==> config.mk <==
export PLATFORM = sky130hd
export DESIGN_NAME = led_status_sched
export DESIGN_NICKNAME = d
export VERILOG_FILES = /design/src/rtl/led_status_sched.sv
export SDC_FILE = /design/constraint.sdc
export NUM_CORES = 1
export LEC_CHECK = 0
export ABC_AREA = 1
export BUFFER_PORTS_ARGS = -buffer_cell sky130_fd_sc_hd__clkbuf_2
export CORE_MARGIN = 4
export CORE_UTILIZATION = 41
export CTS_BUF_LIST = sky130_fd_sc_hd__clkbuf_16
export DETAILED_ROUTE_END_ITERATION = 10
export HOLD_SLACK_MARGIN = 0.15
export PLACE_DENSITY_LB_ADDON = 0.1
export SYNTH_ARGS = -nofsm -noshare
export SYNTH_HDL_FRONTEND = slang
export SYNTH_SLANG_ARGS = --single-unit
==> constraint.sdc <==
create_clock -name clk -period 2.6 [get_ports clk]
set_input_delay 0.78 -clock clk [delete_from_list [all_inputs] [get_ports clk]]
set_output_delay 0.78 -clock clk [all_outputs]
set_load 0.01 [all_outputs]
==> src/rtl/led_status_sched.sv <==
// led_status_sched: round-robin LED pattern scheduler with blink sequencing and idle heartbeat
module led_status_sched #(
   parameter int OscF       = 24_000_000,
   parameter int TickHz     = 4,
   parameter int NumReq     = 4,
   parameter int BlinkCount = 3
) (
   input  logic                  clk,
   input  logic                  rst_n,
   input  logic [NumReq-1:0]     req_i,
   input  logic [3*NumReq-1:0]   pat_i,
   output logic [2:0]            led_o,
   output logic [NumReq-1:0]     grant_o,
   output logic                  busy_o
);
   localparam int TickDiv = OscF / TickHz;
   localparam int CW      = $clog2(TickDiv);
   localparam int PW      = NumReq > 1 ? $clog2(NumReq) : 1;
   localparam int BW      = $clog2(BlinkCount + 1);
   typedef enum logic [1:0] {IDLE, ON, OFF} state_t;
   state_t              state_q, state_d;
   logic [CW-1:0]       cnt_q;
   logic                tick;
   logic [NumReq-1:0]   pend_q, pend_d, clr;
   logic [2:0]          patreg_q [NumReq];
   logic [2:0]          hb_q, hb_d, show_q, show_d, led_q, led_d;
   logic [PW-1:0]       last_q, last_d, win, idx;
   logic [BW-1:0]       blink_q, blink_d;
   logic [NumReq-1:0]   grant_q, grant_d;
   logic                busy_q, found;
   assign tick    = cnt_q == CW'(TickDiv - 1);
   assign led_o   = led_q;
   assign grant_o = grant_q;
   assign busy_o  = busy_q;
   // free-running tick divider, independent of the display state
   always_ff @(posedge clk or negedge rst_n) begin
      if (!rst_n) cnt_q <= '0;
      else        cnt_q <= tick ? '0 : cnt_q + 1'b1;
   end
   // round-robin search for the first pending requester after the last winner
   always_comb begin
      found = 1'b0;
      win   = '0;
      idx   = '0;
      for (int k = 1; k <= NumReq; k++) begin
         idx = PW'((int'(last_q) + k) % NumReq);
         if (!found && pend_q[idx]) begin
            found = 1'b1;
            win   = idx;
         end
      end
   end
   // display state machine, request bookkeeping and next LED value
   always_comb begin
      state_d = state_q;
      hb_d    = hb_q;
      last_d  = last_q;
      show_d  = show_q;
      blink_d = blink_q;
      clr     = '0;
      grant_d = '0;
      unique case (state_q)
         IDLE: if (tick) begin
            if (found) begin
               grant_d[win] = 1'b1;
               clr[win]     = 1'b1;
               last_d       = win;
               show_d       = patreg_q[win];
               blink_d      = '0;
               state_d      = ON;
            end else hb_d = hb_q + 3'd1;
         end
         ON:  if (tick) state_d = OFF;
         OFF: if (tick) begin
            if (blink_q == BW'(BlinkCount - 1)) state_d = IDLE;
            else begin
               blink_d = blink_q + 1'b1;
               state_d = ON;
            end
         end
         default: state_d = IDLE;
      endcase
      pend_d = (pend_q & ~clr) | req_i;
      led_d  = state_d == ON ? show_d : state_d == OFF ? 3'b000 : hb_d;
   end
   // state and registered outputs; a same-cycle request overrides the grant clear
   always_ff @(posedge clk or negedge rst_n) begin
      if (!rst_n) begin
         state_q <= IDLE;
         pend_q  <= '0;
         hb_q    <= '0;
         last_q  <= PW'(NumReq - 1);
         show_q  <= '0;
         blink_q <= '0;
         led_q   <= '0;
         grant_q <= '0;
         busy_q  <= 1'b0;
         for (int i = 0; i < NumReq; i++) patreg_q[i] <= '0;
      end else begin
         state_q <= state_d;
         pend_q  <= pend_d;
         hb_q    <= hb_d;
         last_q  <= last_d;
         show_q  <= show_d;
         blink_q <= blink_d;
         led_q   <= led_d;
         grant_q <= grant_d;
         busy_q  <= state_d != IDLE;
         for (int i = 0; i < NumReq; i++) if (req_i[i]) patreg_q[i] <= pat_i[3*i +: 3];
      end
   end
endmodule
==> reports/metrics.cfg <==
[yosys]
synth-main-ff-cell=dfrtp_1
ys_types=46
synth_xor_area_share_pct=1.90
synth_top_area_share_pct=44.3
yosys_warnings=0
synth.area.top_cells=dfrtp_1 44%, nand2_1 10%, nand3_1 4.8%
async_reset_ff_share_pct=100
syn_nets=393
synth_edf_count=0
synth_compound_area_share_pct=7.11
synthCells=372
ys_ff_latch=59
synth-adder-area-share_pct=1.17
synth_largest_area_cell=dfrtp_1
synth_top_family_by_area=simple AND/OR/NAND/NOR gates
seq_area_frac_synth_pct=45.9
syn-cell-area_mm2=0.00322
avgSynthCellArea_um2=8.65
synth_most_common_cell=nand2_1
synthTopCellsByCount=89 x nand2_1, 57 x dfrtp_1, 40 x inv_1
muxShareOfSynthArea_pct=2.10
synth-simple-area-share_pct=35.1

[critical_path]
crit_slowest_cell=dfstp_2
critPathLaunch=last_q[0]$_DFFE_PN1P_
end_kind=register
worst-path-buf-inv=1
crit_fanout=9
path_delay_family=simple AND/OR/NAND/NOR gates
reg2reg_from=last_q[0]$_DFFE_PN1P_
critical_path_class=register to register
startpoint_type=register
slowest_delay_ns=0.64
critical_path_arrival_ns=2.28
cp_cell_sequence=inv_8 > nand2_2 > nand2_2 > nand2_4 > nand2_4 > nor2_4 > nand3_4 > nand2_4 > nand2_8 > nand2_2 > nand2_1 > nand2_1 > nand3_1 > nand3_1 > nand2_1
crit_required_ns=2.81

[global_routing]
antenna_found_initial=0
grt.overflow.total=0
grt_first_pass_wirelength_um=11300
grt_start_max_net_pins=33
grt_pass1_vias=2350
grt_usage_pct=14.9

[clock_network]
htree_levels=3
cts_root_buf=clkbuf_16
numCtsBuffers=9
cts_resized=0
cts_setup_buffers=0
max-clock-path-buffers=2
clock_sinks=59
clk_latency_ns=0.32
cts_tree=built
clk_pin_slew_worst_paths_ns=0.05
hold_buffers=0

[timing]
clock_skew_ns=0.00650
finalHoldViolCount=0
timing.final.max_slew_violations=0
post-route-period-util_pct=79.4
clock.fmax_ghz=0.484
whs_ns=0.473
worst_slack_ns=0.535
tns_ns=0
setup_viol=0
slew_headroom_pct=72.6
rsz0062_at_grt=no
worst_pin_slew_ns=0.411
fin_crit_ns=2.06

[power_and_ir_drop]
power_density_mw_per_mm2=574
ir_worst_vdd_mv=0.335
leakagePower_nw=1.90

[place]
place_hpwl_um=5120
place.gp.congestion=0.853
port_buffers=25
pre_cts_ws_ns=0.506

[floorplan]
ioPinCount=26
row_count=32
die_h_um=96.6
fp.dieArea_mm2=0.00933
core_area_mm2=0.00769
die_x_um=96.6
initial_utilization_pct=41.9

[final_layout]
fill_cells=767
multiInputGateArea_mm2=0.00153
drive_gt1_share_pct=25.4
register_area_mm2=0.00148
syn_to_final_growth_pct=16.5
final_util_pct=48.8
n_antenna_cell=0
finalNetCount=429

[hold_path]
hold_path.class=input port to async pin

[job]
cap_viol_max_count=0

[routing]
first_iter_violations=82
finalWirelength_um=6620
wl_per_cell_um=12.9
vias_per_cell=4.86
drc=0
vias=2501
drtAntennaViolNets=0
drt_pass1_iterations=4

[run_status]
outcome=complete, no violations

-- worst paths after layout --
kind	slack (ns)	endpoint	cells past startpoint
setup / recovery	0.54	led_o[2]$_DFF_PN0_	15
hold / removal	0.47	grant_o[3]$_DFF_PN0_	2
setup reg to reg	0.54	led_o[2]$_DFF_PN0_	15
hold reg to reg	0.47	hb_q[2]$_DFF_PN0_	1
max in group asynchronous	1.78	last_q[0]$_DFFE_PN1P_	2
min in group clk	0.47	hb_q[2]$_DFF_PN0_	1
-- layout by cell type, fill, tap and decap left out, types with 4 or more instances in the layout --
cell       netlist  final
clkinv_2         1      4
o21ai_0         11     11
nand4_1         10     10
nor3_1           7      7
nor3_2           5      5
dfrtp_1         57     57
inv_1           40     41
nand2_2         18     18
nand2_4          8      8
a21oi_1          8      8
mux2_2           6      6
nand3_1         31     31
clkbuf_2         0     25
xor2_1           4      4
inv_2            4      4
nor2_1          26     26
nand2_1         89     89
clkbuf_16        0      9
-- kinds of logic (layout without fill, tap and decap cells) --
family | Yosys count | count (layout)
simple gates | 214 | 214
flops | 59 | 59
buf+inv | 50 | 91
compound gates | 33 | 33
xor+xnor | 7 | 7
mux | 6 | 6
fa+ha+maj | 3 | 3
-- per-layer routing --
metal | global-route usage [%] | vias to the layer above | wire (um)
li1 | - | 1286 | -
met1 | 20.0 | 1151 | 3170
met2 | 22.7 | 51 | 3060
met3 | 4.40 | 13 | 235
met4 | 6.05 | 0 | 155
met5 | 0 | - | 0
-- layout make-up --
class | count | share of cell area, %
multi-input combinational | 263 | 40.7
inverter | 48 | 5.11
clock buffer | 9 | 6.01
sequential | 59 | 39.4
tap | 102 | 3.40
clock inverter | 7 | 1.60
timing repair buffer | 27 | 3.74
-- sequential cells by signal (all words and copies together), names as in the netlist --
name	flops
cnt_q	23
patreg_q	12
grant_o	4
pend_q	4
hb_q	3
led_o	3
show_q	3
blink_q	2
last_q	2
state_q	2
busy_o	1
-- power by group --
part / leakage [nW] / total [W] / internal (W) / switching [W]
Sequential: 0.757 / 0.000949 / 0.000937 / 0.0000116
Clock: 0.144 / 0.00113 / 0.000728 / 0.000405
Combinational: 1.00 / 0.0000691 / 0.0000296 / 0.0000395
-- metrics by stage --
stage / area (um2) / instances / power, W
after floorplan: 3220 / 372 / 0.000990
after global placement: 3460 / 499 / 0.00104
after global routing: 3750 / 515 / 0.00224
after CTS: 3750 / 515 / 0.00218
after detailed placement: 3460 / 499 / 0.00104
final: 3750 / 515 / 0.00215
Note: power is estimated with default switching activity, not from simulation.
